$ cat src/rtl/cardinal_nic_pkg.sv
// cardinal_nic_pkg
//   Shared constants for the cardinal NIC: the processor-visible register
//   map, the packet bit that selects the virtual channel, and the default
//   packet/address widths.
package cardinal_nic_pkg;

    localparam int NIC_DATA_WIDTH = 64;
    localparam int NIC_ADDR_WIDTH = 2;

    // Processor-visible register addresses
    localparam logic [1:0] NIC_IN_BUF   = 2'd0;  // input buffer, read-only
    localparam logic [1:0] NIC_IN_STAT  = 2'd1;  // input status, read-only
    localparam logic [1:0] NIC_OUT_BUF  = 2'd2;  // output buffer, write-only
    localparam logic [1:0] NIC_OUT_STAT = 2'd3;  // output status, read-only

    // Packet bit (big-endian index) carrying the virtual-channel tag
    localparam int VC_BIT = 0;

endpackage

$ cat src/rtl/nic_chan_buf.sv
// nic_chan_buf
//   One single-entry channel buffer: a DATA_WIDTH packet register plus a
//   full flag. A load captures i_data and sets full; a clear drops full and
//   leaves the stale data in place. The surrounding logic guarantees load
//   and clear are never asserted together.
// Ports
//   clk      in   clock, rising edge
//   reset    in   asynchronous active-high reset (data and flag cleared)
//   i_load   in   capture i_data, set full
//   i_clear  in   clear full
//   i_data   in   packet to capture
//   o_data   out  stored packet
//   o_full   out  buffer holds an unconsumed packet
module nic_chan_buf #(
    parameter int DATA_WIDTH = 64
) (
    input  logic                  clk,
    input  logic                  reset,
    input  logic                  i_load,
    input  logic                  i_clear,
    input  logic [0:DATA_WIDTH-1] i_data,
    output logic [0:DATA_WIDTH-1] o_data,
    output logic                  o_full
);

    logic [0:DATA_WIDTH-1] r_data;
    logic                  r_full;

    always_ff @(posedge clk or posedge reset) begin
        if (reset) begin
            r_data <= '0;
            r_full <= 1'b0;
        end else if (i_load) begin
            r_data <= i_data;
            r_full <= 1'b1;
        end else if (i_clear) begin
            r_full <= 1'b0;
        end
    end

    assign o_data = r_data;
    assign o_full = r_full;

endmodule

$ cat src/rtl/cardinal_nic.sv
// cardinal_nic
//   Network interface between one cardinal processor and its mesh router.
//   Holds one router->PE input buffer and one PE->router output buffer,
//   each with a full flag the processor can poll.
// Ports
//   clk, reset         clock; asynchronous active-high reset
//   addr               NIC register select (0 in buf, 1 in stat, 2 out buf, 3 out stat)
//   d_in               processor write data
//   d_out              processor read data, combinational, 0 when not reading
//   nicEn, nicWrEn     access enable / write select
//   net_si, net_di     router offers a packet into the NIC
//   net_ri             NIC input buffer can accept a packet
//   net_so, net_do     NIC sends a packet to the router
//   net_ro             router output-side buffer ready
//   net_polarity       router's current virtual-channel phase
module cardinal_nic
    import cardinal_nic_pkg::*;
#(
    parameter int DATA_WIDTH = NIC_DATA_WIDTH,
    parameter int ADDR_WIDTH = NIC_ADDR_WIDTH
) (
    input  logic                  clk,
    input  logic                  reset,
    input  logic [0:ADDR_WIDTH-1] addr,
    input  logic [0:DATA_WIDTH-1] d_in,
    output logic [0:DATA_WIDTH-1] d_out,
    input  logic                  nicEn,
    input  logic                  nicWrEn,
    input  logic                  net_si,
    output logic                  net_ri,
    input  logic [0:DATA_WIDTH-1] net_di,
    output logic                  net_so,
    input  logic                  net_ro,
    output logic [0:DATA_WIDTH-1] net_do,
    input  logic                  net_polarity
);

    logic                  w_rd;
    logic                  w_wr;
    logic                  w_in_load;
    logic                  w_in_clear;
    logic                  w_out_load;
    logic                  w_in_full;
    logic                  w_out_full;
    logic                  w_vc;
    logic [0:DATA_WIDTH-1] w_in_buf;
    logic [0:DATA_WIDTH-1] w_out_buf;

    assign w_rd = nicEn & ~nicWrEn;
    assign w_wr = nicEn &  nicWrEn;

    // Router fill only while empty; a send while full is a protocol
    // violation and is simply ignored. Fill and read-clear cannot overlap
    // because net_ri is low whenever the buffer is full.
    assign w_in_load  = net_si & ~w_in_full;
    assign w_in_clear = w_rd & (addr == NIC_IN_BUF) & w_in_full;

    // A write while full (including the cycle the packet is leaving) is dropped.
    assign w_out_load = w_wr & (addr == NIC_OUT_BUF) & ~w_out_full;

    nic_chan_buf #(.DATA_WIDTH(DATA_WIDTH)) u_in_chan (
        .clk     (clk),
        .reset   (reset),
        .i_load  (w_in_load),
        .i_clear (w_in_clear),
        .i_data  (net_di),
        .o_data  (w_in_buf),
        .o_full  (w_in_full)
    );

    // The output buffer empties on any cycle the packet is accepted.
    nic_chan_buf #(.DATA_WIDTH(DATA_WIDTH)) u_out_chan (
        .clk     (clk),
        .reset   (reset),
        .i_load  (w_out_load),
        .i_clear (net_so),
        .i_data  (d_in),
        .o_data  (w_out_buf),
        .o_full  (w_out_full)
    );

    // The packet only leaves in the router phase matching its VC tag;
    // otherwise it waits indefinitely.
    assign w_vc   = w_out_buf[VC_BIT];
    assign net_so = w_out_full & net_ro & (net_polarity == w_vc);
    assign net_ri = ~w_in_full;
    assign net_do = w_out_buf;

    always_comb begin
        d_out = '0;
        if (w_rd) begin
            case (addr)
                NIC_IN_BUF:   d_out = w_in_buf;
                NIC_IN_STAT:  d_out = {{(DATA_WIDTH-1){1'b0}}, w_in_full};
                NIC_OUT_STAT: d_out = {{(DATA_WIDTH-1){1'b0}}, w_out_full};
                default:      d_out = '0;
            endcase
        end
    end

endmodule

$ cat config.mk
export PLATFORM = sky130hd
export DESIGN_NAME = cardinal_nic
export DESIGN_NICKNAME = d
export VERILOG_FILES = /design/src/rtl/cardinal_nic_pkg.sv /design/src/rtl/nic_chan_buf.sv /design/src/rtl/cardinal_nic.sv
export SDC_FILE = /design/constraint.sdc
export NUM_CORES = 1
export LEC_CHECK = 0
export CAP_MARGIN = 20
export CORE_MARGIN = 2
export CORE_UTILIZATION = 30
export DETAILED_ROUTE_END_ITERATION = 12
export PLACE_DENSITY = 0.6
export REMOVE_ABC_BUFFERS = 1
export SLEW_MARGIN = 20
export SYNTH_ARGS = -nofsm -noshare
export SYNTH_HDL_FRONTEND = slang
export SYNTH_SLANG_ARGS = --single-unit
$ cat constraint.sdc
create_clock -name clk -period 8.2 [get_ports clk]
set_clock_uncertainty 0.1 [all_clocks]
set_input_delay 0.82 -clock clk [delete_from_list [all_inputs] [get_ports clk]]
set_output_delay 0.82 -clock clk [all_outputs]
set_load 0.05 [all_outputs]
==> impl_metrics.env <==
export IMPL_status="completed"
export IMPL_rsz0062_at_grt="no"
export IMPL_setup_viol=0
export IMPL_tns_ns=0
export IMPL_ys_top_cells_by_count="130 x dfrtp_1, 79 x mux2_2, 63 x and2_1"
export IMPL_yosys_area_share_adder=0
export IMPL_place_ws_ns=4.150
export IMPL_switching_share=0.3796
export IMPL_die_w_um=140.3
export IMPL_grt_usage=0.1494
export IMPL_max_freq_mhz=247.8
export IMPL_first_pass_iters=4
export IMPL_max_clock_path_buffers=2
export IMPL_place_hpwl_mm=10.36
export IMPL_synthFlopType="dfrtp_1"
export IMPL_power_density_nw_per_um2=383.4
export IMPL_htree_levels=4
export IMPL_p_comb_frac=0.455
export IMPL_clockRootBuffer="clkbuf_16"
export IMPL_wire_per_inst_um=16.60
export IMPL_place_congestion=0.7847
export IMPL_synth_area_leader_cell="dfrtp_1"
export IMPL_fp_coreArea_um2=18090
export IMPL_synth_distinct_cells=21
export IMPL_synth_area_leaders="dfrtp_1 58%, mux2_2 16%, mux2_4 13%"
export IMPL_viasPerCell=4.341
export IMPL_synth_compound_area_frac=0.003591
export IMPL_clkSinkCount=130
export IMPL_grt_pass1_vias=4159
export IMPL_synthSimpleGateAreaFrac=0.08438
export IMPL_crit_arrival_ns=3.11
export IMPL_portBuffers=266
export IMPL_avgSynthCellArea_um2=15.62
export IMPL_min_period_ns=4.035
export IMPL_maxSlewHeadroom=0.3413
export IMPL_fillCellCount=1573
export IMPL_nets=763
export IMPL_antenna_found_initial=0
export IMPL_syn_area_um2=5575
export IMPL_final_period_utilization=0.4921
export IMPL_irDropWorstVdd_mv=0.3051
export IMPL_cts_tree="yes"
export IMPL_synth_cells=357
export IMPL_drtIter0Drc=99
export IMPL_hold_class="reg2reg"
export IMPL_worstPathRequired_ns=7.28
export IMPL_drive_gt1_frac=0.2563
export IMPL_synth_most_common_cell="dfrtp_1"
export IMPL_synth_edf_count=0
export IMPL_p_seq_frac=0.332
export IMPL_insertion_delay_ns=0.40
export IMPL_numCtsBuffers=17
export IMPL_reg2regPathDepth=3
export IMPL_switching_power_mw=1.303
export IMPL_rows=49
export IMPL_initial_core_util=0.3083
export IMPL_synth_xor_area_share=0.001571
export IMPL_io_pins=267
export IMPL_synth_seq_area_share=0.5835
export IMPL_die_area_um2=19690
export IMPL_start_kind="primary input"
export IMPL_p_int_mw=2.131
export IMPL_ctsResizeCount=0
export IMPL_critPathKind="in2out"
export IMPL_synthToLayoutAreaGrowth_pct=60.66
export IMPL_synthMuxAreaShare=0.2933
export IMPL_clock_power_share=0.213
export IMPL_vias=3755
export IMPL_crit_path_end_kind="output port"
export IMPL_post_cts_buffers=0
export IMPL_setup_slack_ns=4.165
export IMPL_drcViolationCount=0
export IMPL_yosysWarnings=0
export IMPL_drv_slew=0
export IMPL_gr_total_overflow=0
export IMPL_n_antenna_cell=0
export IMPL_ys_ff_latch=130
export IMPL_synth_top_cell_area_share=0.5835
export IMPL_cts_hold_buf=0
export IMPL_async_reset_ff_frac=1.000
export IMPL_max_slew_worst_pin_slew_ns=0.9881
export IMPL_ant_nets=0
export IMPL_wl_mm=14.36
export IMPL_crit_fanout=64
export IMPL_grt_max_degree=71
export IMPL_total_leakage_power_nw=3.735
export IMPL_finalHoldViolCount=0
export IMPL_maxCapViolations=0
export IMPL_dieHeight_um=140.3
export IMPL_clkTransAtPathRegs_ns=0.05
export IMPL_synth_top_family_by_area="multiplexers"
export IMPL_grt_pass1_wl_mm=22.83
export IMPL_hold_depth=1
metrics by stage:
step | power, mW | hold slack [ns] | instance area [µm²] | cells | utilization
finish | 3.434 | 0.3930 | 8957 | 865 | 0.4953
global route | 3.613 | 0.4165 | 8957 | 865 | 0.4953
CTS | 3.487 | 0.3994 | 8957 | 865 | 0.4953
detailed placement | 2.726 | 0.3872 | 8388 | 836 | 0.4638
global placement | 2.707 | 0.3812 | 8388 | 836 | 0.4638
floorplan | 2.179 | 0.3722 | 5399 | 337 | -
final timing paths:
path                                           from                     to  slack, ns
worst max-delay path                        addr[1]              d_out[39]       4.17
worst min-delay path            u_in_chan.o_data[6]    u_in_chan.o_data[6]       0.39
worst max register to register    u_out_chan.o_full   u_out_chan.o_data[9]       5.81
worst min register to register  u_in_chan.o_data[6]    u_in_chan.o_data[6]       0.39
max in group asynchronous                     reset  u_out_chan.o_data[37]       5.78
min in group asynchronous                     reset    u_in_chan.o_data[2]       0.79
power by group through the flow:
stage               Combinational (mW)  Clock (mW)  Sequential [mW]
floorplan                        0.526           0             1.65
global placement                  1.56           0             1.14
detailed placement                1.58           0             1.14
CTS                               1.58       0.758             1.15
global route                      1.64       0.789             1.19
finish                            1.56       0.731             1.14
per-layer routing:
metal	vias up	global-route usage	share of wire
met5	-	0	0
met4	0	0.05742	0.021
met3	21	0.08376	0.13
met2	207	0.2216	0.43
met1	1779	0.1811	0.41
li1	1748	-	-
kinds of logic after synthesis:
group / Yosys count
AO/OA/AOI/OAI: 3
XOR/XNOR: 1
buffers and inverters: 23
flip-flops: 130
multiplexers: 129
AND/OR/NAND/NOR: 71
worst max-delay path: stages:
cell,delay (ns)
clkdlybuf4s50_1,0.47
nand2b_4,0.19
nor3_4,0.10
buf_4,0.44
and2_1,0.24
clkdlybuf4s50_1,0.82
sequential cells by signal, summed over array words and instances (netlist names):
signal	cells
u_out_chan.o_full	1
u_in_chan.o_full	1
u_in_chan.o_data	64
u_out_chan.o_data	64
area by class of cell:
type,count,area (µm²),share of cell area
Sequential cell,130,3253,0.3632
Timing Repair Buffer,270,2693,0.3006
Clock inverter,5,77.57,0.008660
Clock buffer,24,491.7,0.05490
Tap cell,229,286.5,0.03199
Inverter,3,13.76,0.001537
Multi-Input combinational cell,204,2142,0.2391
cells in the final DEF, fill, tap and decap left out, types with 2 or more instances in the layout:
master,count
clkdlybuf4s50_1,266
dfrtp_1,130
mux2_2,79
and2_1,63
mux2_4,49
clkbuf_16,17
clkbuf_8,4
buf_4,4
clkbuf_1,3
nor3_4,2
inv_1,2
o21bai_1,2
clkinv_2,2
bufinv_16,2
No activity file was read; power rests on OpenSTA's default activity.
